<file path="config.mk">
export PLATFORM = sky130hd
export DESIGN_NAME = axi_lite_master_slave_pair
export DESIGN_NICKNAME = d
export VERILOG_FILES = /design/src/rtl/axi_lite_master_slave_pair.sv
export SDC_FILE = /design/constraint.sdc
export NUM_CORES = 1
export LEC_CHECK = 0
export CELL_PAD_IN_SITES_DETAIL_PLACEMENT = 1
export CELL_PAD_IN_SITES_GLOBAL_PLACEMENT = 1
export CORE_MARGIN = 3
export CORE_UTILIZATION = 33
export CTS_BUF_LIST = sky130_fd_sc_hd__clkbuf_16
export DETAILED_ROUTE_END_ITERATION = 8
export PLACE_DENSITY = 0.6
export RECOVER_POWER = 25
export SETUP_SLACK_MARGIN = 0.3
export SLEW_MARGIN = 20
export SYNTH_ARGS = -nofsm -noshare
export SYNTH_HDL_FRONTEND = slang
export SYNTH_SLANG_ARGS = --single-unit
</file>
<file path="constraint.sdc">
create_clock -name ACLK -period 1.9 [get_ports ACLK]
set_input_delay 0.38 -clock ACLK [delete_from_list [all_inputs] [get_ports ACLK]]
set_output_delay 0.38 -clock ACLK [all_outputs]
set_load 0.01 [all_outputs]
</file>
<file path="src/rtl/axi_lite_master_slave_pair.sv">
// Single-beat AXI4-Lite master tied to a word-addressed register-file slave.
// The user side launches one write or one read and receives a one-cycle ready pulse on completion.

module axi_lite_pair_master (
    input  logic        clk_i,
    input  logic        rst_ni,
    input  logic        wr_req_i,
    input  logic [31:0] wr_addr_i,
    input  logic [31:0] wr_data_i,
    input  logic [3:0]  wr_strb_i,
    input  logic        rd_req_i,
    input  logic [31:0] rd_addr_i,
    output logic        done_o,
    output logic [31:0] rd_data_o,
    output logic [1:0]  resp_o,
    output logic        busy_o,
    output logic        awvalid_o,
    input  logic        awready_i,
    output logic [31:0] awaddr_o,
    output logic        wvalid_o,
    input  logic        wready_i,
    output logic [31:0] wdata_o,
    output logic [3:0]  wstrb_o,
    input  logic        bvalid_i,
    output logic        bready_o,
    input  logic [1:0]  bresp_i,
    output logic        arvalid_o,
    input  logic        arready_i,
    output logic [31:0] araddr_o,
    input  logic        rvalid_i,
    output logic        rready_o,
    input  logic [31:0] rdata_i,
    input  logic [1:0]  rresp_i
);

    typedef enum logic [2:0] {
        ST_IDLE    = 3'd0,
        ST_WR_REQ  = 3'd1,
        ST_WR_RESP = 3'd2,
        ST_RD_REQ  = 3'd3,
        ST_RD_RESP = 3'd4
    } state_e;

    state_e      state_q;
    logic        awvalid_q;
    logic        wvalid_q;
    logic        bready_q;
    logic        arvalid_q;
    logic        rready_q;
    logic        aw_done_q;
    logic        w_done_q;
    logic        done_q;
    logic        busy_q;
    logic [31:0] awaddr_q;
    logic [31:0] wdata_q;
    logic [3:0]  wstrb_q;
    logic [31:0] araddr_q;
    logic [31:0] rd_data_q;
    logic [1:0]  resp_q;

    logic aw_hs_s;
    logic w_hs_s;
    logic b_hs_s;
    logic ar_hs_s;
    logic r_hs_s;
    logic aw_fin_s;
    logic w_fin_s;

    assign aw_hs_s  = awvalid_q & awready_i;
    assign w_hs_s   = wvalid_q & wready_i;
    assign b_hs_s   = bvalid_i & bready_q;
    assign ar_hs_s  = arvalid_q & arready_i;
    assign r_hs_s   = rvalid_i & rready_q;
    assign aw_fin_s = aw_done_q | aw_hs_s;
    assign w_fin_s  = w_done_q | w_hs_s;

    // Master FSM; VALIDs rise one cycle after acceptance and drop only on their own handshake
    always_ff @(posedge clk_i or negedge rst_ni) begin
        if (!rst_ni) begin
            state_q   <= ST_IDLE;
            awvalid_q <= 1'b0;
            wvalid_q  <= 1'b0;
            bready_q  <= 1'b0;
            arvalid_q <= 1'b0;
            rready_q  <= 1'b0;
            aw_done_q <= 1'b0;
            w_done_q  <= 1'b0;
            done_q    <= 1'b0;
            busy_q    <= 1'b0;
            awaddr_q  <= 32'h0;
            wdata_q   <= 32'h0;
            wstrb_q   <= 4'h0;
            araddr_q  <= 32'h0;
            rd_data_q <= 32'h0;
            resp_q    <= 2'b00;
        end else begin
            done_q <= 1'b0;
            case (state_q)
                ST_IDLE: begin
                    aw_done_q <= 1'b0;
                    w_done_q  <= 1'b0;
                    if (wr_req_i) begin
                        awaddr_q <= wr_addr_i;
                        wdata_q  <= wr_data_i;
                        wstrb_q  <= wr_strb_i;
                        busy_q   <= 1'b1;
                        state_q  <= ST_WR_REQ;
                    end else if (rd_req_i) begin
                        araddr_q <= rd_addr_i;
                        busy_q   <= 1'b1;
                        state_q  <= ST_RD_REQ;
                    end else begin
                        state_q <= ST_IDLE;
                    end
                end
                ST_WR_REQ: begin
                    if (aw_hs_s) begin
                        awvalid_q <= 1'b0;
                        aw_done_q <= 1'b1;
                    end else begin
                        awvalid_q <= ~aw_done_q;
                    end
                    if (w_hs_s) begin
                        wvalid_q <= 1'b0;
                        w_done_q <= 1'b1;
                    end else begin
                        wvalid_q <= ~w_done_q;
                    end
                    if (aw_fin_s && w_fin_s) begin
                        bready_q <= 1'b1;
                        state_q  <= ST_WR_RESP;
                    end else begin
                        state_q <= ST_WR_REQ;
                    end
                end
                ST_WR_RESP: begin
                    if (b_hs_s) begin
                        resp_q   <= bresp_i;
                        done_q   <= 1'b1;
                        busy_q   <= 1'b0;
                        bready_q <= 1'b0;
                        state_q  <= ST_IDLE;
                    end else begin
                        state_q <= ST_WR_RESP;
                    end
                end
                ST_RD_REQ: begin
                    if (ar_hs_s) begin
                        arvalid_q <= 1'b0;
                        rready_q  <= 1'b1;
                        state_q   <= ST_RD_RESP;
                    end else begin
                        arvalid_q <= 1'b1;
                        state_q   <= ST_RD_REQ;
                    end
                end
                ST_RD_RESP: begin
                    if (r_hs_s) begin
                        rd_data_q <= rdata_i;
                        resp_q    <= rresp_i;
                        done_q    <= 1'b1;
                        busy_q    <= 1'b0;
                        rready_q  <= 1'b0;
                        state_q   <= ST_IDLE;
                    end else begin
                        state_q <= ST_RD_RESP;
                    end
                end
                default: begin
                    awvalid_q <= 1'b0;
                    wvalid_q  <= 1'b0;
                    bready_q  <= 1'b0;
                    arvalid_q <= 1'b0;
                    rready_q  <= 1'b0;
                    busy_q    <= 1'b0;
                    state_q   <= ST_IDLE;
                end
            endcase
        end
    end

    assign done_o    = done_q;
    assign rd_data_o = rd_data_q;
    assign resp_o    = resp_q;
    assign busy_o    = busy_q;
    assign awvalid_o = awvalid_q;
    assign awaddr_o  = awaddr_q;
    assign wvalid_o  = wvalid_q;
    assign wdata_o   = wdata_q;
    assign wstrb_o   = wstrb_q;
    assign bready_o  = bready_q;
    assign arvalid_o = arvalid_q;
    assign araddr_o  = araddr_q;
    assign rready_o  = rready_q;

endmodule

module axi_lite_pair_slave #(
    parameter int DEPTH = 8
) (
    input  logic        clk_i,
    input  logic        rst_ni,
    input  logic        awvalid_i,
    output logic        awready_o,
    input  logic [31:0] awaddr_i,
    input  logic        wvalid_i,
    output logic        wready_o,
    input  logic [31:0] wdata_i,
    input  logic [3:0]  wstrb_i,
    output logic        bvalid_o,
    input  logic        bready_i,
    output logic [1:0]  bresp_o,
    input  logic        arvalid_i,
    output logic        arready_o,
    input  logic [31:0] araddr_i,
    output logic        rvalid_o,
    input  logic        rready_i,
    output logic [31:0] rdata_o,
    output logic [1:0]  rresp_o
);

    localparam int          IW        = (DEPTH > 1) ? $clog2(DEPTH) : 1;
    localparam logic [1:0]  RESP_OKAY = 2'b00;
    localparam logic [1:0]  RESP_SERR = 2'b10;

    function automatic logic [31:0] merge_bytes(input logic [31:0] old_w,
                                                input logic [31:0] new_w,
                                                input logic [3:0]  strb);
        logic [31:0] res;
        res = old_w;
        for (int b = 0; b < 4; b++) begin
            if (strb[b]) begin
                res[8*b +: 8] = new_w[8*b +: 8];
            end else begin
                res[8*b +: 8] = old_w[8*b +: 8];
            end
        end
        return res;
    endfunction

    logic [31:0] mem_q [DEPTH];
    logic        awready_q;
    logic        bvalid_q;
    logic [1:0]  bresp_q;
    logic        arready_q;
    logic        rvalid_q;
    logic [31:0] rdata_q;
    logic [1:0]  rresp_q;

    logic          wr_hs_s;
    logic          rd_hs_s;
    logic          wr_in_range_s;
    logic          rd_in_range_s;
    logic [IW-1:0] wr_idx_s;
    logic [IW-1:0] rd_idx_s;

    assign wr_hs_s       = awvalid_i & wvalid_i & awready_q;
    assign rd_hs_s       = arvalid_i & arready_q;
    assign wr_in_range_s = (awaddr_i < 32'(DEPTH));
    assign rd_in_range_s = (araddr_i < 32'(DEPTH));
    assign wr_idx_s      = awaddr_i[IW-1:0];
    assign rd_idx_s      = araddr_i[IW-1:0];

    // Write path: AWREADY/WREADY are a single shared pulse, blocked while a B response is outstanding
    always_ff @(posedge clk_i or negedge rst_ni) begin
        if (!rst_ni) begin
            for (int i = 0; i < DEPTH; i++) begin
                mem_q[i] <= 32'h0;
            end
            awready_q <= 1'b0;
            bvalid_q  <= 1'b0;
            bresp_q   <= RESP_OKAY;
        end else begin
            awready_q <= awvalid_i & wvalid_i & ~bvalid_q & ~awready_q;
            if (wr_hs_s) begin
                if (wr_in_range_s) begin
                    mem_q[wr_idx_s] <= merge_bytes(mem_q[wr_idx_s], wdata_i, wstrb_i);
                    bresp_q         <= RESP_OKAY;
                end else begin
                    bresp_q <= RESP_SERR;
                end
                bvalid_q <= 1'b1;
            end else if (bvalid_q && bready_i) begin
                bvalid_q <= 1'b0;
            end else begin
                bvalid_q <= bvalid_q;
            end
        end
    end

    // Read path: one-cycle ARREADY, data captured at the AR handshake and held until RREADY
    always_ff @(posedge clk_i or negedge rst_ni) begin
        if (!rst_ni) begin
            arready_q <= 1'b0;
            rvalid_q  <= 1'b0;
            rdata_q   <= 32'h0;
            rresp_q   <= RESP_OKAY;
        end else begin
            arready_q <= arvalid_i & ~rvalid_q & ~arready_q;
            if (rd_hs_s) begin
                if (rd_in_range_s) begin
                    rdata_q <= mem_q[rd_idx_s];
                    rresp_q <= RESP_OKAY;
                end else begin
                    rdata_q <= 32'h0;
                    rresp_q <= RESP_SERR;
                end
                rvalid_q <= 1'b1;
            end else if (rvalid_q && rready_i) begin
                rvalid_q <= 1'b0;
            end else begin
                rvalid_q <= rvalid_q;
            end
        end
    end

    assign awready_o = awready_q;
    assign wready_o  = awready_q;
    assign bvalid_o  = bvalid_q;
    assign bresp_o   = bresp_q;
    assign arready_o = arready_q;
    assign rvalid_o  = rvalid_q;
    assign rdata_o   = rdata_q;
    assign rresp_o   = rresp_q;

endmodule

module axi_lite_master_slave_pair #(
    parameter int DEPTH = 8
) (
    input  logic        ACLK,
    input  logic        ARESET,
    input  logic        valid,
    input  logic [31:0] aw_addr,
    input  logic [31:0] w_data,
    input  logic [3:0]  w_strb,
    input  logic        read_valid,
    input  logic [31:0] ar_addr,
    output logic        ready,
    output logic [31:0] rd_data,
    output logic [1:0]  resp,
    output logic        busy
);

    logic        aw_valid_s;
    logic        aw_ready_s;
    logic [31:0] aw_addr_s;
    logic        w_valid_s;
    logic        w_ready_s;
    logic [31:0] w_data_s;
    logic [3:0]  w_strb_s;
    logic        b_valid_s;
    logic        b_ready_s;
    logic [1:0]  b_resp_s;
    logic        ar_valid_s;
    logic        ar_ready_s;
    logic [31:0] ar_addr_s;
    logic        r_valid_s;
    logic        r_ready_s;
    logic [31:0] r_data_s;
    logic [1:0]  r_resp_s;

    axi_lite_pair_master u_master (
        .clk_i     (ACLK),
        .rst_ni    (ARESET),
        .wr_req_i  (valid),
        .wr_addr_i (aw_addr),
        .wr_data_i (w_data),
        .wr_strb_i (w_strb),
        .rd_req_i  (read_valid),
        .rd_addr_i (ar_addr),
        .done_o    (ready),
        .rd_data_o (rd_data),
        .resp_o    (resp),
        .busy_o    (busy),
        .awvalid_o (aw_valid_s),
        .awready_i (aw_ready_s),
        .awaddr_o  (aw_addr_s),
        .wvalid_o  (w_valid_s),
        .wready_i  (w_ready_s),
        .wdata_o   (w_data_s),
        .wstrb_o   (w_strb_s),
        .bvalid_i  (b_valid_s),
        .bready_o  (b_ready_s),
        .bresp_i   (b_resp_s),
        .arvalid_o (ar_valid_s),
        .arready_i (ar_ready_s),
        .araddr_o  (ar_addr_s),
        .rvalid_i  (r_valid_s),
        .rready_o  (r_ready_s),
        .rdata_i   (r_data_s),
        .rresp_i   (r_resp_s)
    );

    axi_lite_pair_slave #(
        .DEPTH (DEPTH)
    ) u_slave (
        .clk_i     (ACLK),
        .rst_ni    (ARESET),
        .awvalid_i (aw_valid_s),
        .awready_o (aw_ready_s),
        .awaddr_i  (aw_addr_s),
        .wvalid_i  (w_valid_s),
        .wready_o  (w_ready_s),
        .wdata_i   (w_data_s),
        .wstrb_i   (w_strb_s),
        .bvalid_o  (b_valid_s),
        .bready_i  (b_ready_s),
        .bresp_o   (b_resp_s),
        .arvalid_i (ar_valid_s),
        .arready_o (ar_ready_s),
        .araddr_i  (ar_addr_s),
        .rvalid_o  (r_valid_s),
        .rready_i  (r_ready_s),
        .rdata_o   (r_data_s),
        .rresp_o   (r_resp_s)
    );

endmodule

</file>
==> flow_summary.ini, run 1 <==
[status]
status = finished, violations left
violations = negative setup slack

[cells_and_area]
nNetsFinal = 2210
diodes = 0
drive_gt1_frac = 0.4332
multi_input_area_mm2 = 0.01279
final_cell_area_mm2 = 0.03166
regArea_mm2 = 0.01100
stdcell_count = 3080
final.fill_count = 6859
area_growth_pct = 36.73

[yosys]
synth.area.mux_share = 0.2471
synth_common_cells = dfrtp_1, mux2_2, o31ai_1, o41ai_1, clkbuf_1
synth.top_cell.area_share = 0.4744
synth.area.top_cells = dfrtp_1, mux2_2, mux4_2
yosysTopAreaCell = dfrtp_1
synth_top_family_by_area = multiplexers
synth_xor_area_frac = 0
synth-simple-area-share = 0.07857
synthArstFlopShare = 1.000
synth_edf_count = 0
synth_flop_cell = dfrtp_1
syn-cell-area_mm2 = 0.02315
synth_cell_types = 58
yosysMostFrequentCell = dfrtp_1
synth-adder-area-share = 0
yosysSeqAreaShare = 0.4744
synth_area_per_cell_um2 = 12.76
synth_compound_area_frac = 0.1563
synth_fp_nets = 1918
yosys_warnings = 0
syn_inst = 1814
ys_seq_elements = 439

[global_route]
grt_pass1_wl_um = 126700
grtUsageTotal = 0.2223
grt_overflow_total = 0
grt_max_degree = 74
gr-usage-met2 = 0.3695
use_met1 = 0.2936
grt-busiest-layer = met2
antenna_found_initial = 1
grt_use_met3 = 0.03822
grt_pass1_vias = 19660

[detailed_routing]
wl_per_cell_um = 28.73
viasPerCell = 6.017
wl_um = 88500
drtIter0Drc = 1445
drc_errors = 0
ant_nets = 0
dr.pass1.iters = 6
vias = 18530

[worst_setup_path]
slowest_delay_ps = 410
critPathMaxFanout = 5
arrival_ps = 2750
cpLargestDelayFamily = buffers and inverters
reg2reg_slack_ps = -370
crit_top_cell = buf_6
worstPathRequired_ps = 2380
crit_type = reg -> reg
critPathBufInv = 5
slowest_stage = dfrtp_1
start_kind = register
endpoint_kind = register
cp_cell_sequence = nor4_4, buf_6, buf_12, nand4_4, buf_4, buf_6, clkbuf_16, o41ai_2, o31ai_1

[timing]
fin_tns_setup_ps = -66360
worst_slack_ps = -368.9
finalHoldViolations = 0
period_minus_slack_ps = 2269
period_share = 1.194
final_max_slew_viol_count = 0
worstMarginPinSlew_ps = 860.0
fmax_mhz = 440.7
setup_viol = 271
fin_worst_skew_ps = 19.01
slew_headroom = 0.4266
rsz0062_at_grt = true

[die]
io_pins = 140
rows = 96
die-area_mm2 = 0.07338
core_mm2 = 0.06907
start_util = 0.3353
dieHeight_um = 270.9
fp.dieW_um = 270.9

[clocking]
cts_max_level = 2
cts.sink_count = 439
cts_tree = yes
worstSkewPairLatency_ps = 610
cts.root.buffer_cell = clkbuf_16
clockBufferDepth = 3
numCtsBuffers = 52
cts.clk_slew.worst_paths_ps = 60

[placed_design]
post_dp_cell_area_mm2 = 0.02739
dp_hpwl_um = 52120
portBuffers = 138
gp_congestion = 0.8424
dp.cells = 2924
pre_cts_slack_ps = -446.4

[pwr]
power_density_mw_per_mm2 = 620.7
vdd_drop_max_uv = 497.2
leakage_uw = 0.01297

[job]
cap_violations = 0

[worst_hold_path]
hold_class = in -> reg
[state kept, by name (all words and copies together), names as in the netlist, 3 cells and up]
register and cells:
u_master.araddr_o 32, u_master.wdata_o 32, u_slave.mem_q 256, u_slave.rdata_o 32, u_master.wstrb_o 4, u_master.rd_data_o 32
u_master.state_q 3, u_master.awaddr_o 32
[cells in the final DEF (no fill, tap or decap), types with 5 or more instances in the layout]
cell type and count:
o31ai_2 29, o2bb2ai_1 18, clkdlybuf4s50_1 137, nand4_4 5, a22o_1 8, buf_12 73
clkinv_2 10, o21a_1 20, nand2b_1 25, o31ai_1 91, inv_1 30, clkinv_1 18
nor4_1 7, o41ai_4 28, nor2_1 12, buf_6 47, a221oi_2 8, o41ai_1 44
buf_4 151, nor2b_1 36, o31ai_4 8, mux4_2 87, clkbuf_16 65, mux2i_1 36
o22ai_1 19, nand3_1 5, o21ai_0 48, a221o_1 31, mux2_4 79, o21ai_1 20
and2_1 24, nor4_4 12, o2bb2ai_2 5, nor3_1 41, nand2_1 40, mux2_2 199
a21oi_1 7, nand4_1 42, o41ai_2 56, dfrtp_1 433
[worst paths after layout]
| check | startpoint | end | cells after the start |
|---|---|---|---|
| setup reg to reg | u_master.awaddr_o[29] | u_slave.mem_q[35] | 9 |
| min in group asynchronous | ARESET | u_slave.rdata_o[20] | 2 |
| setup / recovery | u_master.awaddr_o[29] | u_slave.mem_q[35] | 9 |
| hold / removal | w_data[22] | u_master.wdata_o[22] | 2 |
| max in group asynchronous | ARESET | u_master.araddr_o[21] | 4 |
| hold reg to reg | u_slave.rdata_o[31] | u_slave.rdata_o[31] | 2 |
[worst reg2reg max path: stages, from the launching register on]
cell	delay, ps
dfrtp_1	410
nor4_4	350
buf_6	200
buf_12	110
nand4_4	110
buf_4	170
buf_6	130
clkbuf_16	170
o41ai_2	370
o31ai_1	120
[metal layers]
layer	part of all wire	routed length, µm
met4	0.037	3244
met3	0.055	4900
met1	0.42	37450
met2	0.48	42910
met5	0	0
[metrics by stage]
step                  util  total power [µW]  hold slack (ps)
floorplan                -              9528            84.41
global placement    0.3965             10000            205.5
detailed placement  0.3965             10010            206.3
CTS                 0.4350             19890            154.1
global route        0.4584             20350            362.6
finish              0.4584             19650            376.5
[kinds of logic (layout without fill, tap and decap cells)]
group / count (synthesis) / in the layout
compound gates: 465 / 465
buf+inv: 217 / 551
flops: 439 / 439
mux: 407 / 407
other cells: 1 / 1
simple gates: 285 / 286
[cell type report]
class	count	area share
clock inverter	44	0.009485
sequential	439	0.3474
clock buffer	53	0.04189
timing repair buffer	430	0.1575
inverter	24	0.002845
multi-input combinational	1159	0.4041
tap	931	0.03679
[what timing repair did]
item                                   in CTS  in global routing
setup endpoints to repair                 422                428
pin swaps                                  45                 38
endpoints found under the hold margin     194                  0
gates cloned                                6                 18
hold buffers                                1                  0
gates resized for setup                   143                167
buffers inserted                           10                 24
[power breakdown]
group	switching, µW	internal, µW
clock network	4270	5570
logic	240	227
registers	0	9350
No activity file was read; power rests on OpenSTA's default activity.
==> run 2: changes to the inputs <==
CORE_MARGIN = 1   (was 3)
==> flow_summary.ini, run 2 (synthesis gave the netlist of run 1 again) <==
[timing]
slew_headroom = 0.02588
final_max_slew_viol_count = 0
finalHoldViolations = 0
hold_slack_ps = 378.4
fin_worst_skew_ps = 16.23
period_share = 1.236
rsz0062_at_grt = true
worst_slack_ps = -449.2
setup_viol = 277
period_minus_slack_ps = 2349
worstMarginPinSlew_ps = 1461
fmax_mhz = 425.7

[pwr]
power_density_mw_per_mm2 = 555.6
p_int_uw = 15150
p_sw_uw = 4544
clkPwrFrac = 0.502
p_comb_frac = 0.023
swShare = 0.2308
p_seq_frac = 0.475
vdd_drop_max_uv = 586.8
leakage_uw = 0.01477

[detailed_routing]
drtIter0Drc = 1820
wl_per_cell_um = 32.89
drc_errors = 0
ant_nets = 0
dr.pass1.iters = 5
vias = 19950
wl_um = 104700
viasPerCell = 6.265

[cells_and_area]
nNetsFinal = 2316
diodes = 0
final_cell_mix = dfrtp_1, mux2_4, buf_4
mostFrequentLayoutCell = dfrtp_1
stdcell_count = 3184
drive_gt1_frac = 0.5366
regMostFlops = u_slave.mem_q
largest_reg_flops = 256
final.fill_count = 6616
area_growth_pct = 53.08

[worst_setup_path]
reg2reg_slack_ps = -450
crit_type = reg -> reg
arrival_ps = 2840
start_kind = register
endpoint_kind = register
worstPathRequired_ps = 2390
critPathMaxFanout = 6

[placed_design]
portBuffers = 138
dp_hpwl_um = 51940
dp.cells = 2931
gp_congestion = 0.8487

[die]
core_mm2 = 0.06907
rows = 96
dieHeight_um = 266.9
io_pins = 140
start_util = 0.3353
fp.dieW_um = 266.9
die-area_mm2 = 0.07123

[clocking]
cts.sink_count = 439
cts.root.buffer_cell = clkbuf_16
cts.clk_slew.worst_paths_ps = 60
cts_tree = yes
worstSkewPairLatency_ps = 620
cts_max_level = 2
numCtsBuffers = 52
clockBufferDepth = 3

[global_route]
grt_overflow_total = 0
grtUsageTotal = 0.2430
antenna_found_initial = 0
grt_max_degree = 65
grt_pass1_vias = 20310
grt_pass1_wl_um = 132100

[status]
status = finished, violations left
violations = negative setup slack

[job]
cap_violations = 0

[worst_hold_path]
hold_class = in -> reg
run 2: cell types whose count changed in the layout (fill, tap and decap cells not counted), moves of 19 or more:
cell	change
mux2_4	+113
o21ai_2	+43
mux2_2	-113
o41ai_4	+42
buf_16	+19
o21ai_0	-32
o31ai_1	-21
dlymetal6s2s_1	+30
buf_6	+49
o41ai_1	-40
clkdlybuf4s50_1	-35
run 2: repair_timing:
item / 4_1_cts / 5_1_grt
gates cloned: 18 / 38
hold endpoints to repair: 28 / 0
pin swaps: 102 / 105
endpoints found under the setup margin: 458 / 458
hold buffers: 1 / 0
gates resized for setup: 352 / 500
setup buffers: 57 / 44
run 2: final cells by class:
cell class,instances,area [µm²],area share
Clock buffer,53,1326,0.03742
Clock inverter,42,301.5,0.008507
Inverter,24,102.6,0.002895
Multi-Input combinational cell,1158,14850,0.4189
Sequential cell,439,11000,0.3103
Tap cell,931,1165,0.03286
Timing Repair Buffer,537,6703,0.1891
run 2: power groups by stage:
| stage | Combinational [µW] | Clock (µW) | Sequential (µW) |
|---|---|---|---|
| 6_report | 460 | 9880 | 9350 |
| 5_1_grt | 511 | 10300 | 9340 |
| 2_1_floorplan | 5.68 | 0 | 9520 |
| 3_3_place_gp | 463 | 0 | 9520 |
| 4_1_cts | 478 | 9940 | 9350 |
| 3_5_place_dp | 473 | 0 | 9520 |
run 2: stage by stage:
stage	utilization	cell area [µm²]	worst slack [ps]	power [µW]	setup TNS, ps
floorplan	-	23220	-129.2	9528	-21030
global placement	0.3947	27260	-312.7	9983	-65650
detailed placement	0.3947	27260	-426.3	9993	-78100
CTS	0.4599	31770	-337.6	19770	-67670
global route	0.5132	35450	-534.7	20190	-101730
finish	0.5132	35450	-449.2	19690	-85900
run 2: routing by layer:
layer  share of wire  up-vias  track usage
met5               0        -            0
met4           0.060        0      0.07642
met3           0.075      366      0.03746
met2            0.47     1043       0.4014
met1            0.39    10570       0.3262
li1                -     7970            -
run 2: path summary, 6_finish.rpt:
kind	start	end	depth (start not counted)
worst max-delay path	u_master.awaddr_o[29]	u_slave.mem_q[2]	10
worst min-delay path	w_data[18]	u_master.wdata_o[18]	2
worst max register to register	u_master.awaddr_o[29]	u_slave.mem_q[2]	10
worst min register to register	u_slave.rdata_o[13]	u_slave.rdata_o[13]	2
max in group asynchronous	ARESET	u_master.awaddr_o[1]	3
min in group asynchronous	ARESET	u_master.awaddr_o[17]	2
run 2: critical path, stage by stage (launching register included):
cell     delay (ps)
dfrtp_1         410
nor4_4          310
buf_6           190
buf_12          110
nand4_4         120
buf_6           160
buf_6           130
buf_12          140
nor4_4          330
buf_6           230
o22ai_2          90
